===== src/rtl/dso100fb_ahb_pkg.sv =====
// dso100fb_ahb_pkg: shared AHB-Lite encodings and slave state type
// for the framebuffer SRAM responder.
package dso100fb_ahb_pkg;

   localparam logic [1:0] HTRANS_IDLE   = 2'b00;
   localparam logic [1:0] HTRANS_BUSY   = 2'b01;
   localparam logic [1:0] HTRANS_NONSEQ = 2'b10;
   localparam logic [1:0] HTRANS_SEQ    = 2'b11;

   localparam logic [2:0] HSIZE_BYTE = 3'b000;
   localparam logic [2:0] HSIZE_HALF = 3'b001;
   localparam logic [2:0] HSIZE_WORD = 3'b010;

   localparam logic HRESP_OKAY  = 1'b0;
   localparam logic HRESP_ERROR = 1'b1;

   typedef enum logic [2:0] {
      ST_IDLE,
      ST_RD,
      ST_WR,
      ST_ERR1,
      ST_ERR2
   } state_t;

endpackage


===== src/rtl/dso100fb_ahb_sram_bytelane.sv =====
// dso100fb_ahb_bytelane: byte-enable decode and alignment check
// for one AHB address phase.
module dso100fb_ahb_bytelane
   import dso100fb_ahb_pkg::*;
(
   input  logic [2:0] i_size,
   input  logic [1:0] i_addr,
   output logic [3:0] o_be,
   output logic       o_misaligned
);

   always_comb begin
      o_be         = 4'b0000;
      o_misaligned = 1'b0;
      unique case (i_size)
         HSIZE_BYTE: o_be = 4'b0001 << i_addr;
         HSIZE_HALF: begin
            o_be         = i_addr[1] ? 4'b1100 : 4'b0011;
            o_misaligned = i_addr[0];
         end
         HSIZE_WORD: begin
            o_be         = 4'b1111;
            o_misaligned = |i_addr;
         end
         default: ;
      endcase
   end

endmodule


===== src/rtl/dso100fb_ahb_sram.sv =====
// dso100fb_ahb_sram: AHB-Lite responder for a single-port sync SRAM.
// Define DSO100FB_SRAM_WRITE_PROTECT_EN to add the MEM_WP input.
module dso100fb_ahb_sram
   import dso100fb_ahb_pkg::*;
#(
   parameter int ADDR_WIDTH  = 16,
   parameter int WAIT_STATES = 0
) (
   input  logic                  CLK,
   input  logic                  RST_N,
   input  logic                  HSEL,
   input  logic [31:0]           HADDR,
   input  logic [1:0]            HTRANS,
   input  logic                  HWRITE,
   input  logic [2:0]            HSIZE,
   input  logic [2:0]            HBURST,
   input  logic [3:0]            HPROT,
   input  logic [31:0]           HWDATA,
   input  logic                  HREADY,
   output logic                  HREADYOUT,
   output logic                  HRESP,
   output logic [31:0]           HRDATA,
`ifdef DSO100FB_SRAM_WRITE_PROTECT_EN
   input  logic                  MEM_WP,
`endif
   output logic                  MEM_CE,
   output logic                  MEM_WE,
   output logic [3:0]            MEM_BE,
   output logic [ADDR_WIDTH-1:0] MEM_ADDR,
   output logic [31:0]           MEM_WDATA,
   input  logic [31:0]           MEM_RDATA
);

   localparam logic [2:0] CNT_RD_LAST = 3'(WAIT_STATES);
   localparam logic [2:0] CNT_WR_LAST = 3'(WAIT_STATES - 1);

   state_t                r_state;
   logic [2:0]            r_cnt;
   logic [ADDR_WIDTH-1:0] r_waddr;
   logic [3:0]            r_lane;
   logic                  r_hreadyout;
   logic                  r_hresp;
   logic [31:0]           r_hrdata;
   logic                  r_ce;
   logic                  r_we;
   logic [3:0]            r_be;

   logic [3:0] w_be;
   logic       w_misaligned;
   logic       w_wp_err;
   logic       w_err;
   logic       w_accept;
   logic       w_go_err;
   logic       w_go_rd;
   logic       w_go_wr;
   logic       w_rd_done;
   logic       w_unused;

   dso100fb_ahb_bytelane u_lane (
      .i_size       (HSIZE),
      .i_addr       (HADDR[1:0]),
      .o_be         (w_be),
      .o_misaligned (w_misaligned)
   );

`ifdef DSO100FB_SRAM_WRITE_PROTECT_EN
   assign w_wp_err = HWRITE & MEM_WP;
`else
   assign w_wp_err = 1'b0;
`endif

   assign w_err = (|HADDR[31:ADDR_WIDTH+2])
                | (HSIZE > HSIZE_WORD)
                | w_misaligned
                | w_wp_err;

   // HREADYOUT high marks IDLE, ERR2 or the last cycle of a beat
   assign w_accept = HSEL & HREADY & HTRANS[1] & r_hreadyout;
   assign w_go_err = w_accept & w_err;
   assign w_go_rd  = w_accept & ~w_err & ~HWRITE;
   assign w_go_wr  = w_accept & ~w_err & HWRITE;

   assign w_rd_done = (r_state == ST_RD) & r_hreadyout;
   assign w_unused  = ^{HBURST, HPROT, HTRANS[0]};

   always_ff @(posedge CLK or negedge RST_N) begin
      if (!RST_N) begin
         r_state     <= ST_IDLE;
         r_cnt       <= 3'd0;
         r_waddr     <= '0;
         r_lane      <= 4'b0000;
         r_hreadyout <= 1'b1;
         r_hresp     <= HRESP_OKAY;
         r_hrdata    <= 32'd0;
         r_ce        <= 1'b0;
         r_we        <= 1'b0;
         r_be        <= 4'b0000;
      end else if (r_hreadyout) begin
         if (w_rd_done)
            r_hrdata <= MEM_RDATA;
         r_hresp <= HRESP_OKAY;
         r_ce    <= 1'b0;
         r_we    <= 1'b0;
         r_be    <= 4'b0000;
         r_cnt   <= 3'd0;
         if (w_accept) begin
            r_waddr <= HADDR[ADDR_WIDTH+1:2];
            r_lane  <= w_be;
         end
         unique case (1'b1)
            w_go_err: begin
               r_state     <= ST_ERR1;
               r_hreadyout <= 1'b0;
               r_hresp     <= HRESP_ERROR;
            end
            w_go_rd: begin
               r_state     <= ST_RD;
               r_hreadyout <= 1'b0;
               r_ce        <= 1'b1;
            end
            w_go_wr: begin
               r_state <= ST_WR;
               if (WAIT_STATES == 0) begin
                  r_ce <= 1'b1;
                  r_we <= 1'b1;
                  r_be <= w_be;
               end else begin
                  r_hreadyout <= 1'b0;
               end
            end
            default: r_state <= ST_IDLE;
         endcase
      end else begin
         unique case (r_state)
            ST_RD: begin
               r_ce <= 1'b0;
               if (r_cnt == CNT_RD_LAST)
                  r_hreadyout <= 1'b1;
               else
                  r_cnt <= r_cnt + 3'd1;
            end
            ST_WR: begin
               if (r_cnt == CNT_WR_LAST) begin
                  r_hreadyout <= 1'b1;
                  r_ce        <= 1'b1;
                  r_we        <= 1'b1;
                  r_be        <= r_lane;
               end else begin
                  r_cnt <= r_cnt + 3'd1;
               end
            end
            ST_ERR1: begin
               r_state     <= ST_ERR2;
               r_hreadyout <= 1'b1;
            end
            default: begin
               r_state     <= ST_IDLE;
               r_hreadyout <= 1'b1;
               r_hresp     <= HRESP_OKAY;
            end
         endcase
      end
   end

   assign HREADYOUT = r_hreadyout;
   assign HRESP     = r_hresp;
   // read data flows straight through on the completing cycle
   assign HRDATA    = w_rd_done ? MEM_RDATA : r_hrdata;
   assign MEM_CE    = r_ce;
   assign MEM_WE    = r_we;
   assign MEM_BE    = r_be;
   assign MEM_ADDR  = r_waddr;
   assign MEM_WDATA = HWDATA;

endmodule


===== config.mk =====
export PLATFORM = sky130hd
export DESIGN_NAME = dso100fb_ahb_sram
export DESIGN_NICKNAME = d
export VERILOG_FILES = /design/src/rtl/dso100fb_ahb_pkg.sv /design/src/rtl/dso100fb_ahb_sram_bytelane.sv /design/src/rtl/dso100fb_ahb_sram.sv
export SDC_FILE = /design/constraint.sdc
export NUM_CORES = 1
export LEC_CHECK = 0
export CAP_MARGIN = 20
export CORE_MARGIN = 2
export CORE_UTILIZATION = 30
export CTS_CLUSTER_DIAMETER = 40
export DETAILED_ROUTE_END_ITERATION = 7
export PLACE_DENSITY = 0.7
export SLEW_MARGIN = 20
export SYNTH_ARGS = -nofsm -noshare
export SYNTH_HDL_FRONTEND = slang
export SYNTH_SLANG_ARGS = --single-unit

===== constraint.sdc =====
create_clock -name CLK -period 5.8 [get_ports CLK]
set_clock_uncertainty 0.2 [all_clocks]
set_input_delay 1.45 -clock CLK [delete_from_list [all_inputs] [get_ports CLK]]
set_output_delay 1.45 -clock CLK [all_outputs]
set_load 0.05 [all_outputs]

# Word level (Yosys, flattened, before mapping)
# Cells that the tools add are included.
word_totals:
  reg_bits: 66
  inputBits: 113
  output_inout_bits: 88
  elab_cells: 81
op_classes:
  add_sub_neg: 1
  order_cmp: 1
  eq_ne: 11
  n_shift: 1
  muxes: 30
  bitwise: 12
  reduce_logical: 15
op_table:
  columns: ["cell", "count"]
  rows:
  - ["$mux 32", 1]
  - ["$mux 4", 5]
  - ["$reduce_or 14->1", 1]
  - ["$mux 1", 13]
  - ["$mux 3", 4]
  - ["$pmux 3 s2", 2]
  - ["$pmux 4 s3", 1]
  - ["$eq 3x2->1 const B", 3]
  - ["$ne 3x3->1 const B", 3]
  - ["$and 1x1->1", 8]
  - ["$reduce_or 2->1", 4]
  - ["$eq 3x1->1 const B", 2]
  - ["$logic_not 3->1", 2]
  - ["$pmux 1 s2", 3]
  - ["$pmux 2 s3", 1]
  - ["$reduce_and 2->1", 3]
  - ["$ne 2x1->1 const B", 2]
  - ["$reduce_bool 2->1", 2]
  - ["$shl 1x2->4 const A", 1]
  - ["$add 3x1->3 const B", 1]
  - ["$eq 3x3->1 const B", 1]
  - ["$gt 3x2->1 const B", 1]
  - ["$reduce_and 3->1", 1]
  - ["$reduce_bool 3->1", 1]
  - ["other kinds (3)", 5]

# Depth between registers and ports, before layout
# Gate-level depths: netlist of run 1.
depth:
  depth_word: 9
  depth_mapped: 6
  ltp_nobuf: 6

# By module
# Synthesis of run 1 repeated with hierarchy kept, for this count alone.
hier_totals:
  hier_cells: 310
  hier_area_um2: 3378.2
by_module_without_submodules:
  columns: ["module", "instances", "cells_each", "area_per_inst_um2"]
  rows:
  - ["dso100fb_ahb_sram", 1, 294, 3295.7]
  - ["dso100fb_ahb_bytelane", 1, 16, 82.6]

# Worst setup path before layout of run 1
# Ideal clock, no wire load.
synth_timing:
  kind: "input -> output"
  startpoint: "input port MEM_RDATA[0]"
  endpoint: "output port HRDATA[0]"
  t_arrival_ps: 1825
  t_required_ps: 4150
  path_slack_ps: 2325
  path_stages: 1
  cell_sequence: "mux2_2"
synth_via:
  elab_chain_len: 1
synth_lines:
  columns: ["element", "line", "rtl"]
  rows:
  - ["start: declaration", "dso100fb_ahb_sram.sv:31", "input logic [31:0] MEM_RDATA"]
  - ["$mux 32", null, null]
  - ["end: declaration", "dso100fb_ahb_sram.sv:22", "output logic [31:0] HRDATA,"]
# No other way between the ends.

# Worst setup path in the final report of run 1
layout_timing:
  startpoint: "register r_hreadyout (netlist: HREADYOUT)"
  endpoint: "output port HRDATA[12]"
layout_via:
  elab_chain_len: 2
layout_lines:
  columns: ["element", "line", "rtl"]
  rows:
  - ["start: declaration", "dso100fb_ahb_sram.sv:41", "logic r_hreadyout;"]
  - ["start signal: assignment", "dso100fb_ahb_sram.sv:92", "r_hreadyout <= 1'b1;"]
  - ["start signal: assignment", "dso100fb_ahb_sram.sv:113", "r_hreadyout <= 1'b0;"]
  - ["start signal: assignment", "dso100fb_ahb_sram.sv:118", "r_hreadyout <= 1'b0;"]
  - ["$and 1x1->1", "dso100fb_ahb_sram.sv:83", "assign w_rd_done = (r_state == ST_RD) & r_hreadyout;"]
  - ["$mux 32", null, null]
# No other way between the ends.

==> impl_metrics.tcl, run 1 <==
set metrics [dict create \
    setup_viol 0 \
    hold_buffers 0 \
    synth_seq_area_share 0.498 \
    final_core_util 0.433 \
    dp_cells 497 \
    instances_no_fill 512 \
    rsz0062_at_grt "no" \
    num_rows 38 \
    grt_max_degree 65 \
    grt_pass1_vias 2364 \
    crit_arrival_ns 3.02 \
    p_leak_nw 1.87 \
    crit_path_end_kind "output port" \
    grt_pass1_wl_um 10500 \
    antenna_found_initial 0 \
    nets 484 \
    cts_tree "done" \
    insertedDiodeCount 0 \
    worstPathRequired_ns 4.15 \
    relSlewSlack 0.497 \
    drv_slew 0 \
    drtPass1Iterations 4 \
    outcome "completed" \
    clock_latency_ns 0.34 \
    netlist_area_um2 3320 \
    numCtsBuffers 9 \
    post_cts_buffers 0 \
    drtAntennaViolNets 0 \
    cap_violations 0 \
    total_power_mw 1.70 \
    synth_ff_type "dfrtp_1" \
    core_area_um2 10800 \
    fin_crit_sh 0.805 \
    hpwlAfterDp_um 5160 \
    drive_gt1_frac 0.277 \
    ys_seq_elements 66 \
    critical_path.max_fanout 64 \
    ys_warn_count 0 \
    cp_slowest_cell "clkdlybuf4s50_1" \
    cts_sinks 66 \
    drtIter0Drc 62 \
    min_period_ns 4.67 \
    overflow 0 \
    totalNegativeSetupSlack_ns 0 \
    final_common_cell "clkdlybuf4s50_1" \
    power_density_nw_per_um2 362 \
    port-buffer-count 128 \
    hold_class "flop to flop" \
    syn_nets 384 \
    die_w_um 109 \
    grt_use_total 0.114 \
    syn_to_final_growth_pct 41.5 \
    synth_area_per_cell_um2 12.4 \
    final_cell_mix "clkdlybuf4s50_1, mux2_2, dfrtp_1" \
    fmax_mhz 214 \
    crit_buf_inv 2 \
    synth_edf_count 0 \
    tightestPinTransition_ns 0.755 \
    path_class "flop to output port" \
    syn_inst 268 \
    path_cells "nor3b_2 -> buf_4 -> mux2_2 -> clkdlybuf4s50_1" \
    clk_pin_slew_ns 0.07 \
    cp_top_family "buffers and inverters" \
    start_util 0.306 \
    ir_drop_uv 143 \
    wirelength_um 7070 \
    die_y_um 109 \
    yosys.cell_types.count 30 \
    via_per_inst 4.71 \
    hold_viol 0 \
    clock-root-buffer "clkbuf_8" \
    finalWeightedCongestion 0.769 \
    route.detailed.drc 0 \
    h-tree-depth 3 \
    vias 2411 \
    io_pins 201 \
    cpPeakStageDelay_ns 0.70 \
    wl_per_cell_um 13.8 \
    start_kind "flop" \
    hold_slack_ns 0.281 \
    cts_resized 0 \
    die-area_um2 11900 \
    synthArstFlopShare 1.00 \
    fillers 1066 \
    clockBufferDepth 2 \
]
## synth_stat cells, types with 3 or more instances
| master | instances | area share |
|---|---|---|
| mux2_2 | 80 | 0.27 |
| dfrtp_1 | 65 | 0.49 |
| buf_4 | 32 | 0.072 |
| nand2_1 | 10 | 0.011 |
| o21ai_0 | 9 | 0.014 |
| o22ai_1 | 9 | 0.017 |
| buf_2 | 7 | 0.011 |
| a21oi_1 | 6 | 0.0090 |
| inv_1 | 6 | 0.0068 |
| nor2_1 | 6 | 0.0068 |
| mux2i_1 | 4 | 0.012 |
| nor4_1 | 4 | 0.0075 |
| clkbuf_1 | 3 | 0.0034 |
| ha_1 | 3 | 0.011 |
| nand2b_1 | 3 | 0.0057 |
| nand3_1 | 3 | 0.0045 |
## kinds of logic (layout without fill, tap and decap cells)
kind of cell             after synthesis  count (layout)  share of synthesized area
AO/OA/AOI/OAI                         31              31                     0.0565
adder cells (fa/ha/maj)                3               3                     0.0113
buffers and inverters                 48             152                     0.0931
flip-flops                            66              66                      0.498
multiplexers                          84              84                      0.283
AND/OR/NAND/NOR                       36              36                     0.0580
## stage by stage
stage          setup WS, ns  cell area, µm²
6_report               1.13            4700
5_1_grt               0.967            4700
4_1_cts                1.06            4700
3_5_place_dp           1.23            4510
3_3_place_gp           1.24            4510
2_1_floorplan          2.33            3320
## cell type report
class	instances	area [µm²]	area share
repair buffers	131	1300	0.276
well taps	140	175	0.0373
clock buffers	12	145	0.0309
flip-flops and latches	66	1650	0.352
multi-input cells	154	1360	0.290
clock inverters	3	40.0	0.00852
inverters	6	22.5	0.00479
## sequential cells by signal (all words and copies together) (netlist names)
name,flops
r_cnt,3
r_state,3
r_lane,4
MEM_ADDR,16
MEM_CE,1
r_hrdata,32
MEM_BE,4
HREADYOUT,1
HRESP,1
MEM_WE,1
## worst paths after layout
path / start / end / slack [ns] / depth (start not counted)
min in group asynchronous: RST_N / r_hrdata[10]$_DFFE_PN0P_ / 0.95 / 1
worst max-delay path: HREADYOUT$_DFF_PN1_ / HRDATA[12] / 1.13 / 4
max in group asynchronous: RST_N / r_hrdata[15]$_DFFE_PN0P_ / 3.53 / 2
worst max register to register: HREADYOUT$_DFF_PN1_ / r_hrdata[10]$_DFFE_PN0P_ / 3.51 / 3
worst min-delay path: r_lane[3]$_DFFE_PN0P_ / r_lane[3]$_DFFE_PN0P_ / 0.28 / 2
worst min register to register: r_lane[3]$_DFFE_PN0P_ / r_lane[3]$_DFFE_PN0P_ / 0.28 / 2
## power breakdown
part	switching [mW]	internal (mW)
Sequential	0.0431	0.552
Combinational	0.425	0.305
Clock	0.170	0.207
Total	0.639	1.06
## layer usage
| metal | wire length [µm] | track usage | vias to the layer above |
|---|---|---|---|
| met5 | 0 | 0 | - |
| met4 | 162 | 0.0732 | 0 |
| met3 | 735 | 0.0371 | 21 |
| met2 | 3380 | 0.190 | 108 |
| met1 | 2790 | 0.124 | 1156 |
| li1 | - | - | 1126 |
## worst reg2reg max path: cells and delay by family, from the launching register on
kind,cells,cell delay [ns]
multiplexers,1,0.47
AND/OR/NAND/NOR,1,0.22
buffers and inverters,1,0.60
flip-flops,1,0.68
Note: power is estimated with default switching activity, not from simulation.
==> inputs of run 2 (changes only) <==
==> constraint.sdc (replaced) <==
create_clock -name CLK -period 4.58 [get_ports CLK]
set_clock_uncertainty 0.2 [all_clocks]
set_input_delay 1.145 -clock CLK [delete_from_list [all_inputs] [get_ports CLK]]
set_output_delay 1.145 -clock CLK [all_outputs]
set_load 0.05 [all_outputs]
==> impl_metrics.tcl, run 2 (synthesized netlist as in run 1, its figures left out) <==
set metrics [dict create \
    p_leak_nw 1.88 \
    core_area_um2 10800 \
    nets 484 \
    fmax_mhz 243 \
    hp-start "r_lane[0]$_DFFE_PN0P_" \
    p_sw_mw 0.815 \
    intPower_mw 1.35 \
    outcome "completed" \
    overflow 0 \
    post_cts_buffers 0 \
    io_pins 201 \
    die_w_um 109 \
    sw_frac_of_total 0.376 \
    drtAntennaViolNets 0 \
    crit_path_end_kind "output port" \
    cts_tree "done" \
    rsz0062_at_grt "no" \
    grt_pass1_wl_um 11100 \
    hold_buffers 0 \
    min_period_ns 4.11 \
    total_power_mw 2.17 \
    wl_per_cell_um 14.3 \
    clk_pin_slew_ns 0.07 \
    worstPathRequired_ns 3.23 \
    crit_arrival_ns 2.77 \
    clockPowerShare 0.222 \
    clock_latency_ns 0.34 \
    syn_to_final_growth_pct 42.2 \
    num_rows 38 \
    drv_slew 0 \
    antenna_found_initial 0 \
    wirelength_um 7340 \
    clock-root-buffer "clkbuf_8" \
    r2r_start "HREADYOUT$_DFF_PN1_" \
    drtPass1Iterations 4 \
    relSlewSlack 0.536 \
    worstHoldEndpoint "r_lane[0]$_DFFE_PN0P_" \
    fin_crit_sh 0.898 \
    h-tree-depth 3 \
    grt_max_degree 65 \
    setup_viol 0 \
    tightestPinTransition_ns 0.696 \
    timing.reg2reg.setup_slack_ns 2.31 \
    die_y_um 109 \
    drive_gt1_frac 0.282 \
    regMostFlops "r_hrdata" \
    via_per_inst 4.75 \
    r2r_cells 4 \
    hold_class "flop to flop" \
    hold_viol 0 \
    largest_register_ffs 32 \
    r2r-end "MEM_BE[3]$_DFFE_PN0P_" \
    ir_drop_uv 186 \
    vias 2435 \
    hpwlAfterDp_um 5440 \
    cts_sinks 66 \
    final_cell_mix "clkdlybuf4s50_1, mux2_2, dfrtp_1" \
    path_class "flop to output port" \
    drtIter0Drc 54 \
    min_path_cells 2 \
    port-buffer-count 128 \
    numCtsBuffers 9 \
    comb_power_share 0.429 \
    route.detailed.drc 0 \
    fillers 1035 \
    grt_use_total 0.121 \
    die-area_um2 11900 \
    critical_path.max_fanout 64 \
    power_density_nw_per_um2 459 \
    totalNegativeSetupSlack_ns 0 \
    start_util 0.306 \
    cap_violations 0 \
    finalWeightedCongestion 0.807 \
    grt_pass1_vias 2511 \
    final_common_cell "clkdlybuf4s50_1" \
    cts_resized 0 \
    clockBufferDepth 2 \
    start_kind "flop" \
    seqPwrFrac 0.349 \
    insertedDiodeCount 0 \
]
run 2: worst max path at each step:
stage,from,endpoint,slack [ns],cells past startpoint
final,HREADYOUT$_DFF_PN1_,HRDATA[12],0.47,4
after global routing,HREADYOUT$_DFF_PN1_,HRDATA[19],0.35,4
after CTS,HREADYOUT$_DFF_PN1_,HRDATA[19],0.41,4
after detailed placement,MEM_RDATA[15],HRDATA[15],0.63,3
after global placement,MEM_RDATA[19],HRDATA[19],0.63,3
after floorplan,HREADYOUT$_DFF_PN1_,HRDATA[0],1.45,4
run 2: critical path, stage by stage (launching register included):
cell and delay, ns:
dfstp_2 0.68, nor3b_2 0.28, buf_12 0.34, mux2_2 0.40
clkdlybuf4s50_1 0.70
run 2: layer usage:
metal  track usage  vias up  wire (µm)
li1              -     1132          -
met1         0.120     1177       2740
met2         0.216      103       3650
met3        0.0436       23        776
met4        0.0732        0        175
met5             0        -          0
run 2: metrics by stage:
stage | util | setup WS [ns] | cell area [µm²] | hold WS (ns) | cells
after floorplan | - | 1.45 | 3320 | 0.246 | 268
final | 0.435 | 0.467 | 4720 | 0.284 | 513
after global placement | 0.417 | 0.629 | 4530 | 0.258 | 497
after CTS | 0.435 | 0.411 | 4720 | 0.284 | 513
after detailed placement | 0.417 | 0.631 | 4530 | 0.266 | 497
after global routing | 0.435 | 0.349 | 4720 | 0.319 | 513
run 2: layout make-up:
type / count / area (µm²) / share of cell area
Timing Repair Buffer: 131 / 1310 / 0.278
Clock buffer: 11 / 141 / 0.0299
Clock inverter: 5 / 53.8 / 0.0114
Sequential cell: 66 / 1650 / 0.350
Inverter: 6 / 22.5 / 0.00477
Tap cell: 140 / 175 / 0.0371
Multi-Input combinational cell: 154 / 1360 / 0.289
run 2: power by group through the flow:
| stage | registers (mW) | logic, mW | clock network [mW] |
|---|---|---|---|
| 3_3_place_gp | 0.758 | 0.929 | 0 |
| 2_1_floorplan | 0.862 | 0.585 | 0 |
| 5_1_grt | 0.771 | 0.972 | 0.532 |
| 4_1_cts | 0.756 | 0.940 | 0.506 |
| 6_report | 0.756 | 0.930 | 0.481 |
| 3_5_place_dp | 0.767 | 0.937 | 0 |
